===== config.mk =====
export PLATFORM = sky130hd
export DESIGN_NAME = inst_fetch_queue
export DESIGN_NICKNAME = d
export VERILOG_FILES = /design/src/rtl/ifq_pkg.sv /design/src/rtl/ifq_ram.sv /design/src/rtl/inst_fetch_queue.sv
export SDC_FILE = /design/constraint.sdc
export NUM_CORES = 1
export LEC_CHECK = 0
export CAP_MARGIN = 20
export CORE_MARGIN = 2
export CORE_UTILIZATION = 50
export DETAILED_ROUTE_END_ITERATION = 8
export PLACE_DENSITY = 0.74
export REMOVE_ABC_BUFFERS = 1
export SLEW_MARGIN = 0
export SYNTH_ARGS = -nofsm -noshare
export SYNTH_HDL_FRONTEND = slang
export SYNTH_SLANG_ARGS = --single-unit

===== constraint.sdc =====
create_clock -name clk -period 7.65 [get_ports clk]
set_clock_uncertainty 0.05 [all_clocks]
set_input_delay 1.1475 -clock clk [delete_from_list [all_inputs] [get_ports clk]]
set_output_delay 1.1475 -clock clk [all_outputs]
set_load 0.1 [all_outputs]

===== src/rtl/ifq_pkg.sv =====
// Shared definitions for the instruction fetch queue.
//   IFQ_DEPTH_DEFAULT : default number of queue entries
//   ifq_ptr_w()       : pointer width for a given depth
//   ifq_entry_t       : {pc, instr, adel} record at the default pipeline widths
package ifq_pkg;

  localparam int IFQ_DEPTH_DEFAULT = 4;
  localparam int IFQ_ADDR_W        = 32;
  localparam int IFQ_DATA_W        = 32;

  typedef struct packed {
    logic [IFQ_ADDR_W-1:0] pc;
    logic [IFQ_DATA_W-1:0] instr;
    logic                  adel;
  } ifq_entry_t;

  // Width of a pointer that indexes 'depth' entries (at least 1 bit).
  function automatic int ifq_ptr_w(input int depth);
    return (depth > 1) ? $clog2(depth) : 1;
  endfunction

endpackage


===== src/rtl/ifq_ram.sv =====
// Entry storage for the instruction fetch queue.
// DEPTH x W register array, one synchronous write port, asynchronous read.
// Storage is deliberately not reset; validity is tracked by the pointer logic.
//   i_clk   : clock
//   i_we    : write enable
//   i_waddr : write index
//   i_wdata : write entry
//   i_raddr : read index
//   o_rdata : entry at i_raddr (combinational)
module ifq_ram
  import ifq_pkg::*;
#(
  parameter int DEPTH = IFQ_DEPTH_DEFAULT,
  parameter int W     = 65
) (
  input  logic                        i_clk,
  input  logic                        i_we,
  input  logic [ifq_ptr_w(DEPTH)-1:0] i_waddr,
  input  logic [W-1:0]                i_wdata,
  input  logic [ifq_ptr_w(DEPTH)-1:0] i_raddr,
  output logic [W-1:0]                o_rdata
);

  logic [W-1:0] r_mem [DEPTH];

  always_ff @(posedge i_clk) begin
    if (i_we) r_mem[i_waddr] <= i_wdata;
  end

  assign o_rdata = r_mem[i_raddr];

endmodule


===== src/rtl/inst_fetch_queue.sv =====
// Instruction fetch queue between fetch (pc / instruction SRAM response) and
// the decode pipeline register. Absorbs decode stalls up to DEPTH entries,
// discards everything on a redirect (flush) and tags each entry with a
// fetch address-error flag (pc[1:0] != 0).
// Optional feature macro: IFQ_BYPASS_EN -- when the queue is empty a pushed
// entry is presented at the head in the same cycle (zero-cycle latency).
//   clk, rst              : clock, synchronous active-high reset
//   flush                 : redirect, discards all entries
//   push_valid/push_ready : fetch-side handshake (push_ready = !full && !flush)
//   push_pc, push_instr   : fetched entry
//   pop_valid/pop_ready   : decode-side handshake
//   pop_pc, pop_instr     : head entry, zero when pop_valid=0
//   pop_adel              : head pc misaligned, zero when pop_valid=0
//   count                 : current occupancy
module inst_fetch_queue
  import ifq_pkg::*;
#(
  parameter int DATA_W = 32,
  parameter int ADDR_W = 32,
  parameter int DEPTH  = IFQ_DEPTH_DEFAULT
) (
  input  logic                      clk,
  input  logic                      rst,
  input  logic                      flush,
  input  logic                      push_valid,
  output logic                      push_ready,
  input  logic [ADDR_W-1:0]         push_pc,
  input  logic [DATA_W-1:0]         push_instr,
  output logic                      pop_valid,
  input  logic                      pop_ready,
  output logic [ADDR_W-1:0]         pop_pc,
  output logic [DATA_W-1:0]         pop_instr,
  output logic                      pop_adel,
  output logic [ifq_ptr_w(DEPTH):0] count
);

  localparam int PTR_W = ifq_ptr_w(DEPTH);
  localparam int CNT_W = PTR_W + 1;
  localparam int ENT_W = ADDR_W + DATA_W + 1;

  logic [PTR_W-1:0] r_wr_ptr;
  logic [PTR_W-1:0] r_rd_ptr;
  logic [CNT_W-1:0] r_cnt;

  logic             w_full;
  logic             w_empty;
  logic             w_byp;
  logic             w_push;
  logic             w_pop;
  logic             w_wr;
  logic             w_rd;
  logic             w_push_adel;
  logic [ENT_W-1:0] w_wdata;
  logic [ENT_W-1:0] w_rdata;
  logic [ADDR_W-1:0] w_head_pc;
  logic [DATA_W-1:0] w_head_instr;
  logic              w_head_adel;

  assign w_full      = (r_cnt == CNT_W'(DEPTH));
  assign w_empty     = (r_cnt == '0);
  assign w_push_adel = |push_pc[1:0];

`ifdef IFQ_BYPASS_EN
  // Empty queue: the incoming entry is forwarded straight to the head.
  assign w_byp = w_empty && push_valid && !flush;
`else
  assign w_byp = 1'b0;
`endif

  // Flush blocks both handshakes; push_ready never looks at pop_ready.
  assign push_ready = !w_full && !flush;
  assign pop_valid  = (!w_empty || w_byp) && !flush;

  assign w_push = push_valid && push_ready;
  assign w_pop  = pop_valid && pop_ready;
  // A bypassed entry consumed in the same cycle never touches storage.
  assign w_wr   = w_push && !(w_byp && pop_ready);
  assign w_rd   = w_pop && !w_byp;

  assign w_wdata = {push_pc, push_instr, w_push_adel};

  ifq_ram #(
    .DEPTH (DEPTH),
    .W     (ENT_W)
  ) u_ram (
    .i_clk   (clk),
    .i_we    (w_wr && !rst),
    .i_waddr (r_wr_ptr),
    .i_wdata (w_wdata),
    .i_raddr (r_rd_ptr),
    .o_rdata (w_rdata)
  );

  always_comb begin
    w_head_pc    = w_rdata[ENT_W-1 -: ADDR_W];
    w_head_instr = w_rdata[DATA_W:1];
    w_head_adel  = w_rdata[0];
    if (w_byp) begin
      w_head_pc    = push_pc;
      w_head_instr = push_instr;
      w_head_adel  = w_push_adel;
    end
  end

  assign pop_pc    = pop_valid ? w_head_pc    : '0;
  assign pop_instr = pop_valid ? w_head_instr : '0;
  assign pop_adel  = pop_valid && w_head_adel;
  assign count     = r_cnt;

  // Pointer / occupancy state
  always_ff @(posedge clk) begin
    if (rst || flush) begin
      r_wr_ptr <= '0;
      r_rd_ptr <= '0;
      r_cnt    <= '0;
    end else begin
      if (w_wr) r_wr_ptr <= r_wr_ptr + PTR_W'(1);
      if (w_rd) r_rd_ptr <= r_rd_ptr + PTR_W'(1);
      case ({w_wr, w_rd})
        2'b10:   r_cnt <= r_cnt + CNT_W'(1);
        2'b01:   r_cnt <= r_cnt - CNT_W'(1);
        default: r_cnt <= r_cnt;
      endcase
    end
  end

endmodule

==> flow_summary.ini <==
[logic_synthesis]
synth_edf_count = 260
yosysUniqueCellTypes = 28
synth.avg_cell_area_um2 = 22.06
synthesis.area_um2 = 10350
ys_ff_latch = 269
synth-async-reset-ratio = 0
ys_seq_area_frac = 0.7719
synth-warning-count = 0
synthFlopType = edfxtp_1
synthCells = 469

[global_routing]
grt_antenna_before_repair = 1
track_usage = 0.1782
grt_pass1_vias = 5393
grt_max_degree = 67
grt_pass1_wl_um = 29880
grt.overflow.total = 0

[floorplan]
fp-row-count = 52
io_pins = 139
start_util = 0.5097
die_w_um = 147.9
core_area_um2 = 20300
die_height_um = 147.9
die-area_um2 = 21860

[setup_path]
critPathMaxStageDelay_ns = 1.15
path_cells = clkdlybuf4s50_1, or2_1, inv_2, buf_12, and2_1, clkdlybuf4s50_1
cp_max_fo = 43
r2r_cells = 8
timing.rr.end = count[2]
cp-end-kind = output pin
start_kind = primary input
cp_slowest_cell = clkdlybuf4s50_1
crit_arrival_ns = 3.96
critPathRequiredTime_ns = 6.45
path_class = primary input to output pin
r2r-start = count[2]
reg2reg_slack_ns = 5.12
worst_path_most_repeated_cell = clkdlybuf4s50_1

[timing]
rsz0062_at_grt = no
tightest_slew_ns = 1.005
tns_ns = 0
maxSlewHeadroom = 0.3302
drv_slew = 0
timing.final.crit_share = 0.6744
finalSetupViolCount = 0
max_freq_mhz = 193.8
finalHoldViolations = 0
hold_ws_ns = 0.4687
post-route-min-period_ns = 5.159

[layout]
fin_cells = 917
layout.nets = 701
final_util = 0.6381
area_delta_synth_final_pct = 25.18
layout-drive-gt1-share = 0.1947
layout_commonest_cell = edfxtp_1
final_cell_mix = 260 x edfxtp_1, 138 x clkdlybuf4s50_1, 65 x mux4_2, 65 x and2_1, 27 x clkbuf_16
nFillCells = 1410
num_antenna_cells = 0

[routing]
viasPerCell = 5.424
top_layer = met5
firstDrtPassIters = 4
wl_met1_um = 8150
routed-wl-met3_um = 1004
dr_wl_met2_um = 9669
drc = 0
wl_um = 19160
wl_per_cell_um = 20.89
drt_iter0_markers = 319
vias = 4974
drt.antenna.violating_nets = 0

[clock_tree]
cts.htree.levels = 1
clock_path_buffers = 3
post_cts_buffers = 0
post_cts_resized = 0
cts_buffers = 27
cts_tree = done
insertion_delay_ns = 0.53
cts.clk_slew.worst_paths_ns = 0.06
root_buffer = clkbuf_16
cts_sinks = 269
postCtsHoldBufs = 0

[min_path]
hold_path_end = r_wr_ptr[0]
min_path_type = flop to flop
hold_depth = 2
holdCritStartpoint = r_wr_ptr[0]

[placement]
dp.cells = 865
gp_congestion = 0.7845
numPortBuffers = 138
place_hpwl_um = 10610

[run]
max_cap_viol_count = 0

[pwr]
total_power_mw = 3.110
powerDensity_nw_per_um2 = 240.1
power_leakage_nw = 4.075
irDropWorstVdd_mv = 0.1521

[outcome]
status = finished clean
## report_power, final
| part | switching (mW) | leakage (nW) | internal (mW) | total [mW] |
|---|---|---|---|---|
| sequential | 0.00399 | 2.42 | 1.63 | 1.63 |
| combinational | 0.0931 | 1.22 | 0.0600 | 0.153 |
| clock | 0.519 | 0.435 | 0.805 | 1.32 |
| total | 0.616 | 4.07 | 2.49 | 3.11 |
## layout make-up
| type | count | area, um2 | share of cell area |
|---|---|---|---|
| multi-input combinational | 172 | 2205 | 0.1702 |
| clock inverter | 12 | 162.7 | 0.01256 |
| tap | 270 | 337.8 | 0.02608 |
| timing repair buffer | 149 | 1489 | 0.1150 |
| clock buffer | 38 | 737.0 | 0.05690 |
| inverter | 7 | 26.28 | 0.002029 |
| sequential | 269 | 7995 | 0.6173 |
## critical path: cells and delay by family
family	cells	cell delay, ns
buf+inv	4	2.24
simple gates	2	0.54
## flip-flops by register name, summed over array words and instances (netlist names), named ones only
name         flops
count            3
r_rd_ptr         2
r_wr_ptr         2
u_ram.r_mem    260
## stage by stage
stage	instance area, um2	setup slack (ns)
2_1_floorplan	10200	0.7643
3_3_place_gp	12010	2.312
3_5_place_dp	12010	2.196
4_1_cts	12910	2.196
5_1_grt	12950	2.360
6_report	12950	2.491
## kinds of logic after synthesis
| logic type | after synthesis | synth area share |
|---|---|---|
| AND/OR/NAND/NOR | 89 | 0.05333 |
| flip-flops | 269 | 0.7719 |
| buffers and inverters | 28 | 0.01693 |
| AO/OA/AOI/OAI | 8 | 0.004715 |
| XOR/XNOR | 2 | 0.001693 |
| adder cells (fa/ha/maj) | 6 | 0.007981 |
| multiplexers | 67 | 0.1434 |
## cell usage after synthesis, types with 2 or more instances
library cell	number	area, um2
and2_1	65	406.6
nand2_1	4	15.01
clkbuf_1	3	11.26
mux2i_1	2	20.02
a21oi_1	3	15.01
or3_1	3	18.77
o31ai_1	2	15.01
xor2_1	2	17.52
edfxtp_1	260	7807
inv_1	7	26.28
ha_1	5	62.56
buf_2	8	40.04
buf_6	6	67.56
o21ai_0	2	10.01
nor3b_1	4	30.03
dfxtp_1	9	180.2
nor2_1	5	18.77
buf_4	4	30.03
or2_2	2	12.51
mux4_2	65	1464
## layer usage
metal  vias to the layer above  global-route usage
met1                      2595              0.2386
li1                       2218                   -
met5                         -                   0
met3                        32             0.03549
met4                         2             0.04286
met2                       127              0.3058
## worst max-delay path by stage
stage | cells past startpoint | slack (ns) | from | to
final | 6 | 2.49 | flush | pop_instr[28]
after detailed placement | 5 | 2.20 | flush | pop_instr[28]
after global routing | 6 | 2.36 | flush | pop_instr[28]
after CTS | 5 | 2.20 | flush | pop_instr[28]
after global placement | 5 | 2.31 | flush | pop_instr[28]
after floorplan | 3 | 0.76 | count[0] | u_ram.r_mem[1][0]
(Power assumes the default switching activity.)
